==> config.mk <==
export PLATFORM = sky130hd
export DESIGN_NAME = instruction_sequencer
export DESIGN_NICKNAME = d
export VERILOG_FILES = /design/src/rtl/tinycpu_pkg.sv /design/src/rtl/seq_program_mem.sv /design/src/rtl/instruction_sequencer.sv
export SDC_FILE = /design/constraint.sdc
export NUM_CORES = 1
export LEC_CHECK = 0
export ABC_AREA = 1
export CORE_ASPECT_RATIO = 0.6
export CORE_UTILIZATION = 40
export CTS_BUF_LIST = sky130_fd_sc_hd__clkbuf_16
export DETAILED_ROUTE_END_ITERATION = 16
export MAX_ROUTING_LAYER = met4
export PLACE_DENSITY_LB_ADDON = 0.05
export SYNTH_ARGS = -nofsm -noshare
export SYNTH_HDL_FRONTEND = slang
export SYNTH_SLANG_ARGS = --single-unit
==> constraint.sdc <==
create_clock -name clk -period 2.5 [get_ports clk]
set_input_delay 0.75 -clock clk [delete_from_list [all_inputs] [get_ports clk]]
set_output_delay 0.75 -clock clk [all_outputs]
set_load 0.03 [all_outputs]
==> src/rtl/tinycpu_pkg.sv <==
// Shared Tiny CPU definitions: opcode width, HALT word, sequencer states and decoder opcodes.
package tinycpu_pkg;

  localparam int OPCODE_W = 4;
  localparam logic [OPCODE_W-1:0] HALT_OPCODE = 4'hF;

  typedef enum logic [1:0] {
    IDLE   = 2'd0,
    RUN    = 2'd1,
    HALTED = 2'd2
  } seq_state_e;

  // Opcodes understood by the instruction decoder; 4'hF is reserved for HALT.
  localparam logic [OPCODE_W-1:0] OP_NOP = 4'd0;
  localparam logic [OPCODE_W-1:0] OP_CLR = 4'd1;
  localparam logic [OPCODE_W-1:0] OP_LDA = 4'd2;
  localparam logic [OPCODE_W-1:0] OP_LDB = 4'd3;
  localparam logic [OPCODE_W-1:0] OP_ADD = 4'd4;
  localparam logic [OPCODE_W-1:0] OP_SUB = 4'd5;
  localparam logic [OPCODE_W-1:0] OP_AND = 4'd6;
  localparam logic [OPCODE_W-1:0] OP_OR  = 4'd7;
  localparam logic [OPCODE_W-1:0] OP_XOR = 4'd8;
  localparam logic [OPCODE_W-1:0] OP_NOT = 4'd9;
  localparam logic [OPCODE_W-1:0] OP_SHL = 4'd10;
  localparam logic [OPCODE_W-1:0] OP_SHR = 4'd11;
  localparam logic [OPCODE_W-1:0] OP_OUT = 4'd12;

endpackage

==> src/rtl/seq_program_mem.sv <==
// Program store for the sequencer: DEPTH x 4-bit words, one write port, combinational read.
module seq_program_mem
  import tinycpu_pkg::*;
#(
  parameter int DEPTH = 16,
  parameter int AW    = $clog2(DEPTH)
) (
  input  logic                clk,
  input  logic                we,
  input  logic [AW-1:0]       waddr,
  input  logic [OPCODE_W-1:0] wdata,
  input  logic [AW-1:0]       raddr,
  output logic [OPCODE_W-1:0] rdata
);

  // Deliberately not reset: the program must survive a reset.
  logic [OPCODE_W-1:0] mem_q [DEPTH];

  always_ff @(posedge clk) begin
    if (we) begin
      mem_q[waddr] <= wdata;
    end
  end

  assign rdata = mem_q[raddr];

endmodule

==> src/rtl/instruction_sequencer.sv <==
// Issues stored opcodes to the decoder over valid/ready until HALT, end of program or stop.
// Define TINYCPU_SEQ_LOOP_EN to wrap from the last word back to address 0 instead of halting.
module instruction_sequencer
  import tinycpu_pkg::*;
#(
  parameter int DEPTH = 16,
  parameter int AW    = $clog2(DEPTH)
) (
  input  logic                clk,
  input  logic                reset,
  input  logic                wr_en,
  input  logic [AW-1:0]       wr_addr,
  input  logic [OPCODE_W-1:0] wr_data,
  input  logic                start,
  input  logic                stop,
  input  logic                instr_ready,
  output logic [OPCODE_W-1:0] instruction,
  output logic                instr_valid,
  output logic [AW-1:0]       pc,
  output logic                busy,
  output logic                halted
);

  localparam logic [AW-1:0] LAST_ADDR = AW'(DEPTH - 1);

  seq_state_e          state_q, state_d;
  logic [AW-1:0]       pc_q, pc_d, pc_next;
  logic [OPCODE_W-1:0] instr_q, instr_d;
  logic                valid_q, valid_d;
  logic                busy_q, halted_q;
  logic [AW-1:0]       rd_addr;
  logic [OPCODE_W-1:0] rd_data;
  logic                end_halt;

  // Writes are only allowed while nothing is being fetched.
  seq_program_mem #(.DEPTH(DEPTH), .AW(AW)) u_mem (
    .clk   (clk),
    .we    (wr_en && (state_q != RUN)),
    .waddr (wr_addr),
    .wdata (wr_data),
    .raddr (rd_addr),
    .rdata (rd_data)
  );

  assign pc_next = (pc_q == LAST_ADDR) ? '0 : pc_q + AW'(1);

`ifdef TINYCPU_SEQ_LOOP_EN
  assign end_halt = 1'b0;
`else
  assign end_halt = (pc_q == LAST_ADDR);
`endif

  always_comb begin
    state_d = state_q;
    pc_d    = pc_q;
    instr_d = instr_q;
    valid_d = valid_q;
    rd_addr = '0;
    case (state_q)
      IDLE, HALTED: begin
        if (start) begin
          state_d = RUN;
          pc_d    = '0;
        end
      end
      RUN: begin
        if (!valid_q) begin
          // First RUN cycle: fetch address 0.
          if (rd_data == HALT_OPCODE) begin
            state_d = HALTED;
          end else begin
            instr_d = rd_data;
            valid_d = 1'b1;
          end
        end else if (instr_ready) begin
          rd_addr = pc_next;
          if (end_halt || (rd_data == HALT_OPCODE)) begin
            state_d = HALTED;
            valid_d = 1'b0;
          end else begin
            pc_d    = pc_next;
            instr_d = rd_data;
          end
        end
      end
      default: state_d = IDLE;
    endcase
    if (stop) begin
      state_d = IDLE;
      valid_d = 1'b0;
      pc_d    = '0;
      instr_d = '0;
    end
  end

  always_ff @(posedge clk) begin
    if (reset) begin
      state_q  <= IDLE;
      pc_q     <= '0;
      instr_q  <= '0;
      valid_q  <= 1'b0;
      busy_q   <= 1'b0;
      halted_q <= 1'b0;
    end else begin
      state_q  <= state_d;
      pc_q     <= pc_d;
      instr_q  <= instr_d;
      valid_q  <= valid_d;
      busy_q   <= (state_d == RUN);
      halted_q <= (state_d == HALTED);
    end
  end

  assign instruction = instr_q;
  assign instr_valid = valid_q;
  assign pc          = pc_q;
  assign busy        = busy_q;
  assign halted      = halted_q;

endmodule

== Yosys cells after proc, flatten, opt, wreduce, memory -nomap -nowiden ==
Memory sizes are Yosys's and may differ from the RTL's.
Cells that the tools add are included.
Storage, ports and cells
  word-level logic and storage cells: 56
  memories: 1
  RAM bits: 64
  register bits: 13
Memory list
  u_mem.mem_q: depth 16, bits a word 4, rd ports 1, clocked after Yosys merged registers in 0, write ports 1, RTL line seq_program_mem.sv:17  | logic [OPCODE_W-1:0] mem_q [DEPTH];
Cells by class
  muxes and demuxes: 26
  add/subtract/negate cells: 1
  eq/ne operators: 14
  reductions and logical operators: 8
Operators by type and width (count)
  2-to-1 mux 4 bit: 12
  != test 2 bit (second input constant): 7
  2-to-1 mux 2 bit: 6
  equality test 4 bit (second input constant): 2
  one-hot mux 4 bit (2 select lines): 1
  2-to-1 mux 1 bit: 6
  AND reduction 5 bit: 1
  adder 4 x 1 -> 4 bit (second input constant): 1
  equality test 2 x 1 -> 1 bit (second input constant): 2
  equality test 2 bit (second input constant): 2
  one-hot mux 2 bit (2 select lines): 1
  AND reduction 4 bit: 1
  OR reduction 2 bit: 2
  zero test 2 bit: 1
  != test 2 x 1 -> 1 bit (second input constant): 1
  nonzero test 2 bit: 1
  logical AND 1 bit: 1
  logical OR 1 bit: 1

== Depth between registers and ports, before layout ==
Gate-level depths: netlist of the first run.
An unclocked memory read counts as a cell.
  depth in word-level cells: 14
  depth in mapped cells: 18
  gate-level depth less buffers: 17

== By module ==
A second synthesis of the first run with hierarchy kept.
Second synthesis, totals
  cell total of the unflattened synthesis: 390
  area total of the unflattened synthesis: 3583.4 sq um
Modules (own cells, without submodules)
  seq_program_mem: area each 2886.5 sq um, seq. area each 1921.8 sq um, instances 1, cells an instance 286
  instruction_sequencer: area each 696.9 sq um, seq. area each 260.2 sq um, instances 1, cells an instance 104

== Least setup slack after synthesis of the first run ==
OpenSTA, ideal clock, no wires.
  path type: flip-flop to flip-flop
  start: register pc_q[0], in the netlist pc[0]
  end: register pc_q[3], in the netlist pc[3]
  required time: 2382 ps
  period minus slack after synthesis: 2374 ps
  buffers on the path: 1
  arrival time: 2256 ps
  path slack: 126 ps
  stages on the path, launching flop included: 16
  cells stage by stage: dfxtp_1 > ha_1 > bufinv_8 > nor3_4 > inv_4 > buf_6 > nand3_2 > nand3_1 > nand3_2 > nand2_2 > nor2_4 > nand2_4 > nand2_4 > nand2_4 > o21ai_1 > nor2_1
On the way
  cells in the longest elaborated chain, start to end: 10
Ends and longest elaborated chain
  start, declared: RTL line instruction_sequencer.sv:27  | logic [AW-1:0] pc_q, pc_d, pc_next;
  start signal, assigned: RTL line instruction_sequencer.sv:106  | pc_q <= pc_d;
  adder 4 x 1 -> 4 bit / equality test 4 bit (equally long branches): RTL line instruction_sequencer.sv:45, instruction_sequencer.sv:50
  2-to-1 mux 4 bit: RTL line instruction_sequencer.sv:45  | assign pc_next = (pc_q == LAST_ADDR) ? '0 : pc_q + AW'(1);
  2-to-1 mux 4 bit: RTL line instruction_sequencer.sv:75  | end else if (instr_ready) begin
  2-to-1 mux 4 bit: RTL line instruction_sequencer.sv:67  | if (!valid_q) begin
  2-to-1 mux 4 bit: RTL line instruction_sequencer.sv:59  | case (state_q)
  memory (16 x 4 bit)
  equality test 4 bit: RTL line instruction_sequencer.sv:77  | if (end_halt || (rd_data == HALT_OPCODE)) begin
  logical OR 1 bit: RTL line instruction_sequencer.sv:77
  != test 2 bit (no source line)
  AND reduction 5 bit (no source line)
Several ways; a longest one is shown, not always the timed one. The select of a mux whose other input is x is not followed.
A chain may end at the register's enable or synchronous reset.

== Final worst setup path of the first run ==
  start: register pc_q[1], in the netlist pc[1]
  end: register pc_q[0], in the netlist pc[0]
The elaborated chain is that of the path after synthesis.

==> flow_metrics.tcl, run 1 <==
set metrics [dict create \
    critPathRequiredTime_ps 2720 \
    clk_latency_ps 330 \
    finalPower_mw 2.694 \
    synth-seq-cells 77 \
    core_area_sq_um 8621 \
    seq_power_share_pct 52.6 \
    synth_top_cell_by_area "edfxtp_1" \
    synth.distinct_cells 34 \
    drt_iter0_drc 330 \
    ys_async_sr_fraction_pct 0 \
    grt_pass1_wl_mm 14.12 \
    hpwlAfterDp_mm 6.508 \
    ir_worst_vdd_mv 0.3238 \
    vias 2691 \
    synth_area_leaders "edfxtp_1 (53%), nand3_1 (9.6%), dfxtp_1 (7.2%)" \
    grt_pass1_vias 2378 \
    power_frac_comb_pct 6.0 \
    yosysMostFrequentCell "nand3_1" \
    synth_edf_count 64 \
    fp-row-count 26 \
    antenna_left 0 \
    viasPerCell 5.165 \
    fin_nets 419 \
    synth_common_cells "nand3_1 (69), edfxtp_1 (64), nand2_1 (52)" \
    cts-root-buf "clkbuf_16" \
    maxSlewHeadroom_pct 53.98 \
    startpoint "pc[1]" \
    dr.pass1.iters 5 \
    grt-ovfl-total 0 \
    criticalPathCategory "reg2reg" \
    grt_start_max_net_pins 20 \
    worst-slew-pin-transition_ps 688.2 \
    syn-cell-area_sq_um 3595 \
    yosysTopAreaCellShare_pct 53.46 \
    numCtsBuffers 9 \
    clk_path_buf_depth 2 \
    yosys_warnings 0 \
    fillers 771 \
    hold_class "reg2reg" \
    htree_levels 3 \
    synthFlopType "edfxtp_1" \
    outcome "finished, final reports clean" \
    power_frac_clock_pct 41.4 \
    worst_setup_path_start_kind "flop" \
    routed_wl_mm 9.337 \
    post-route-util_pct 52.32 \
    yosysSeqAreaShare_pct 60.70 \
    fin_hold_ws_ps 464.4 \
    r2r-start "pc[1]" \
    skew_ps 6.876 \
    cts.sinks 77 \
    diodes 0 \
    cts_tree "done" \
    synth_cells 345 \
    die_area_sq_um 9382 \
    endpoint "pc[0]" \
    path_clk_slew_ps 50 \
    drc 0 \
    post-route-period-util_pct 93.97 \
    crit_arrival_ps 2570 \
    ff2ff_path_depth 16 \
    dieHeight_um 75.43 \
    hold_viol 0 \
    crit_fanout 7 \
    grt_usage_pct 21.50 \
    end_kind "flop" \
    finalMaxSlewViolations 0 \
    die_x_um 124.4 \
    r2r_slack_ps 150 \
    r2r-end "pc[0]" \
    gp_congestion 0.8633 \
    worstHoldStart "instruction[1]" \
    syn_nets 360 \
    p_int_mw 2.116 \
    powerDensity_nw_per_um2 597.4 \
    swShare_pct 21.45 \
    power.leakage_nw 1.820 \
    timing.fmax_ghz 0.4257 \
    maxCapViolCount 0 \
    setup_viol 0 \
    syn_area_per_cell_sq_um 10.42 \
    timing.final.crit_period_ps 2349 \
    switching_power_mw 0.5780 \
    grt_antenna_before_repair 0 \
    ioPinCount 25 \
    wire_per_inst_um 17.92 \
    drive_above_1_share_pct 22.00 \
    io_buffers 24 \
    initial_core_util_pct 41.70 \
    syn_to_final_growth_pct 25.48 \
]
-- how the worst min path moves through the flow --
stage	to	slack [ps]	depth (start not counted)
final	instruction[1]	460	2
after global routing	instruction[0]	490	2
after CTS	instruction[1]	470	2
after detailed placement	instruction[1]	460	2
after global placement	instruction[3]	450	2
after floorplan	instruction[0]	590	2
-- kinds of logic after synthesis --
group | Yosys count | share of synthesized area [%]
buffers and inverters | 53 | 7.449
adders and majority gates | 1 | 0.3480
DFF | 77 | 60.70
xor gates and xnor gates | 1 | 0.2437
AOI/OAI and AO/OA | 14 | 2.332
and+or+nand+nor | 199 | 28.92
-- through the flow --
step | instances | setup slack (ps) | setup TNS [ps] | instance area, sq um
4_1_cts | 517 | 56.61 | 0 | 4429
2_1_floorplan | 345 | 125.7 | 0 | 3595
3_3_place_gp | 500 | -426.8 | -5050 | 4126
6_report | 521 | 150.7 | 0 | 4511
3_5_place_dp | 500 | -446.7 | -5459 | 4126
5_1_grt | 521 | -3.081 | -3.081 | 4511
-- power by group through the flow --
| stage | Combinational, mW | Sequential [mW] | Clock [mW] |
|---|---|---|---|
| finish | 0.163 | 1.42 | 1.12 |
| global placement | 0.161 | 1.44 | 0 |
| detailed placement | 0.160 | 1.44 | 0 |
| CTS | 0.161 | 1.41 | 1.15 |
| global route | 0.176 | 1.42 | 1.20 |
| floorplan | 0.0665 | 1.45 | 0 |
-- metal layers --
layer	vias up	track usage [%]	part of all wire (%)
met5	-	-	0
met3	4	5.899	5.9
met1	1283	33.11	55
met2	81	26.58	38
li1	1323	-	-
met4	0	5.622	0.49
-- registers in the layout, indices dropped and copies added, names as in the netlist --
signal       cells
u_mem.mem_q     64
instruction      4
pc               4
state_q          2
busy             1
halted           1
instr_valid      1
-- worst max-delay path: stages, from the launching register on --
cell,delay (ps)
dfxtp_2,340
ha_2,310
bufinv_8,180
nor3_4,140
buf_4,190
buf_6,150
nand3_1,70
nand3_1,120
nand3_1,100
nand2_2,90
inv_2,40
nor2_4,90
nand2_4,80
nand2_4,80
nand2_4,80
o21ai_1,130
nor2_1,50
-- layout by cell type (no fill, tap or decap), drive strengths merged, types with 4 or more instances in the layout --
master,instances
a21oi,6
buf,35
clkbuf,9
clkdlybuf4s50,23
clkinv,6
dfxtp,13
edfxtp,64
inv,41
nand2,63
nand3,77
nand4,23
nor2,32
o21ai,4
-- what timing repair did --
item | in CTS | in global routing
pin swaps | 1 | 1
hold buffers | 0 | 0
setup endpoints to repair | 13 | 13
gates cloned | 1 | 2
gates resized for setup | 5 | 16
buffers inserted | 0 | 2
-- area by class of cell --
type / count / area, sq um / area share [%]
Multi-Input combinational cell: 215 / 1192 / 26.44
Timing Repair Buffer: 60 / 563.0 / 12.48
Timing Repair inverter: 1 / 6.256 / 0.1387
Sequential cell: 77 / 2183 / 48.40
Clock buffer: 9 / 225.2 / 4.993
Tap cell: 112 / 140.1 / 3.107
Inverter: 40 / 171.4 / 3.800
Clock inverter: 7 / 28.78 / 0.6380
No activity file was read; power rests on OpenSTA's default activity.
==> run 2, diff against run 1 <==
- CORE_UTILIZATION: 40 -> 45
- clock period: 2.5 -> 2 ns (I/O delays scaled with it)
==> run 2 against run 1 <==
Effect of this change:
- the run now ends with negative setup slack left
- highest routed layer unchanged
- critical path type unchanged
- final cell count grew 3.5%
- hold slack lost 1.8 ps
- clock skew shrank 1.5 ps
==> flow_metrics.tcl, run 2 (synthesized netlist as in run 1, its figures left out) <==
set metrics [dict create \
    rsz0062_at_grt "true" \
    ir_worst_vdd_mv 0.6028 \
    routed_wl_mm 8.966 \
    fp-row-count 24 \
    fillers 611 \
    drive_above_1_share_pct 34.02 \
    worst-slew-pin-transition_ps 343.7 \
    wire_per_inst_um 16.63 \
    swShare_pct 21.24 \
    drc 0 \
    initial_core_util_pct 47.88 \
    largest_register_ff_count 64 \
    regMostFlops "u_mem.mem_q" \
    hold_buffers 0 \
    drt_iter0_drc 204 \
    cts_tree "done" \
    timing.final.ws_setup_ps -187.2 \
    skew_ps 5.411 \
    fin_nets 445 \
    outcome "finished, violations left" \
    gp_congestion 0.8782 \
    ioPinCount 25 \
    clk_latency_ps 340 \
    vias 2764 \
    p_int_mw 2.809 \
    end_kind "flop" \
    place_inst 514 \
    grt_pass1_vias 2602 \
    cts.sinks 77 \
    dr.pass1.iters 5 \
    critPathRequiredTime_ps 2220 \
    finalMaxSlewViolations 0 \
    powerDensity_nw_per_um2 722.0 \
    grt_pass1_wl_mm 14.32 \
    hpwlAfterDp_mm 6.365 \
    cts-root-buf "clkbuf_16" \
    path_clk_slew_ps 60 \
    grt-ovfl-total 0 \
    multi_input_area_sq_um 1351 \
    stdcell_count 539 \
    final_common_cell "edfxtp_1" \
    hold_viol 0 \
    post-route-period-util_pct 109.4 \
    violations "negative setup slack" \
    r2r_slack_ps -190 \
    htree_levels 3 \
    power_frac_clock_pct 43.8 \
    r2r-start "pc[1]" \
    ff2ff_path_depth 15 \
    dieHeight_um 71.23 \
    timing.final.crit_period_ps 2187 \
    hold_depth 2 \
    setup_viol 13 \
    hold_class "reg2reg" \
    most-common-layout-cells "edfxtp_1 (64), buf_4 (53), nand2_1 (49)" \
    hold_path_end "instruction[3]" \
    dp_slack_ps -797.7 \
    maxSlewHeadroom_pct 77.00 \
    finalPower_mw 3.567 \
    r2r-end "pc[3]" \
    io_buffers 24 \
    timing.fmax_ghz 0.4572 \
    worst_setup_path_start_kind "flop" \
    criticalPathCategory "reg2reg" \
    clk_path_buf_depth 2 \
    switching_power_mw 0.7575 \
    maxCapViolCount 0 \
    die_area_sq_um 8361 \
    grt_antenna_before_repair 0 \
    seq_area_sq_um 2193 \
    power.leakage_nw 2.033 \
    die_x_um 117.4 \
    grt_start_max_net_pins 27 \
    worstHoldStart "instruction[3]" \
    grt_usage_pct 24.29 \
    viasPerCell 5.128 \
    seq_power_share_pct 49.5 \
    crit_arrival_ps 2410 \
    numCtsBuffers 9 \
    antenna_left 0 \
    power_frac_comb_pct 6.6 \
    core_area_sq_um 7507 \
    diodes 0 \
    syn_to_final_growth_pct 37.42 \
    crit_fanout 16 \
]
## run 2: cell count changes in the layout (fill, tap and decap cells not counted), moves of 3 or more
| cell | before | now |
|---|---|---|
| buf_4 | 28 | 53 |
| nand3_1 | 64 | 43 |
| nand3_2 | 11 | 30 |
| clkdlybuf4s50_1 | 23 | 18 |
| clkinvlp_4 | 0 | 4 |
| dfxtp_1 | 12 | 8 |
| dlygate4sd2_1 | 1 | 5 |
| buf_12 | 1 | 4 |
## run 2: cell type report
type,instances,area share (%)
sequential,77,44.40
multi-input combinational,215,27.36
timing repair buffer,87,16.24
clock buffer,9,4.559
inverter,40,3.445
tap,104,2.634
clock inverter,7,1.368
## run 2: worst max-delay path by stage
| stage | startpoint | cells after the start | slack (ps) | endpoint |
|---|---|---|---|---|
| after floorplan | pc[0] | 15 | -150 | pc[3] |
| after global placement | instr_ready | 15 | -780 | pc[3] |
| after detailed placement | instr_ready | 15 | -800 | pc[3] |
| after CTS | pc[1] | 15 | -140 | pc[0] |
| after global routing | pc[1] | 15 | -290 | pc[3] |
| final | pc[1] | 15 | -190 | pc[3] |
## run 2: critical path: stages (launching register included)
cell and delay, ps:
dfxtp_4 350, ha_4 290, inv_8 40, nor3_4 200
buf_12 180, inv_12 70, nand3_2 80, nand3_2 90
nand3_2 90, nand2_2 70, nor2_4 130, nand2_4 90
nand2_4 110, nand2_4 80, o21ai_2 130, nor2_1 60
## run 2: metal layers
metal  share of wire (%)  up-vias  track usage [%]
met5                   0        -                -
met4                 1.0        0            7.504
met3                 6.5       10            5.494
met2                  41       93            31.49
met1                  52     1280            37.09
li1                    -     1381                -
## run 2: power groups by stage
stage	combinational [mW]	clock [mW]	sequential, mW
2_1_floorplan	0.0840	0	1.81
3_3_place_gp	0.226	0	1.80
3_5_place_dp	0.228	0	1.80
4_1_cts	0.232	1.59	1.77
5_1_grt	0.253	1.67	1.77
6_report	0.236	1.56	1.77
## run 2: stage by stage
| step | cell area (sq um) | TNS, ps | hold WS [ps] | utilization, % |
|---|---|---|---|---|
| 2_1_floorplan | 3631 | -1206 | 557.2 | - |
| 3_3_place_gp | 4352 | -18030 | 452.1 | 57.97 |
| 3_5_place_dp | 4352 | -19310 | 454.1 | 57.97 |
| 4_1_cts | 4867 | -1295 | 463.0 | 64.83 |
| 5_1_grt | 4940 | -3386 | 495.3 | 65.80 |
| 6_report | 4940 | -1793 | 462.6 | 65.80 |
## run 2: what timing repair did
action | CTS | global route
cloned | 1 | 0
setup buffers | 7 | 1
pin swaps | 14 | 11
resized for setup | 38 | 15
endpoints found under the setup margin | 17 | 14
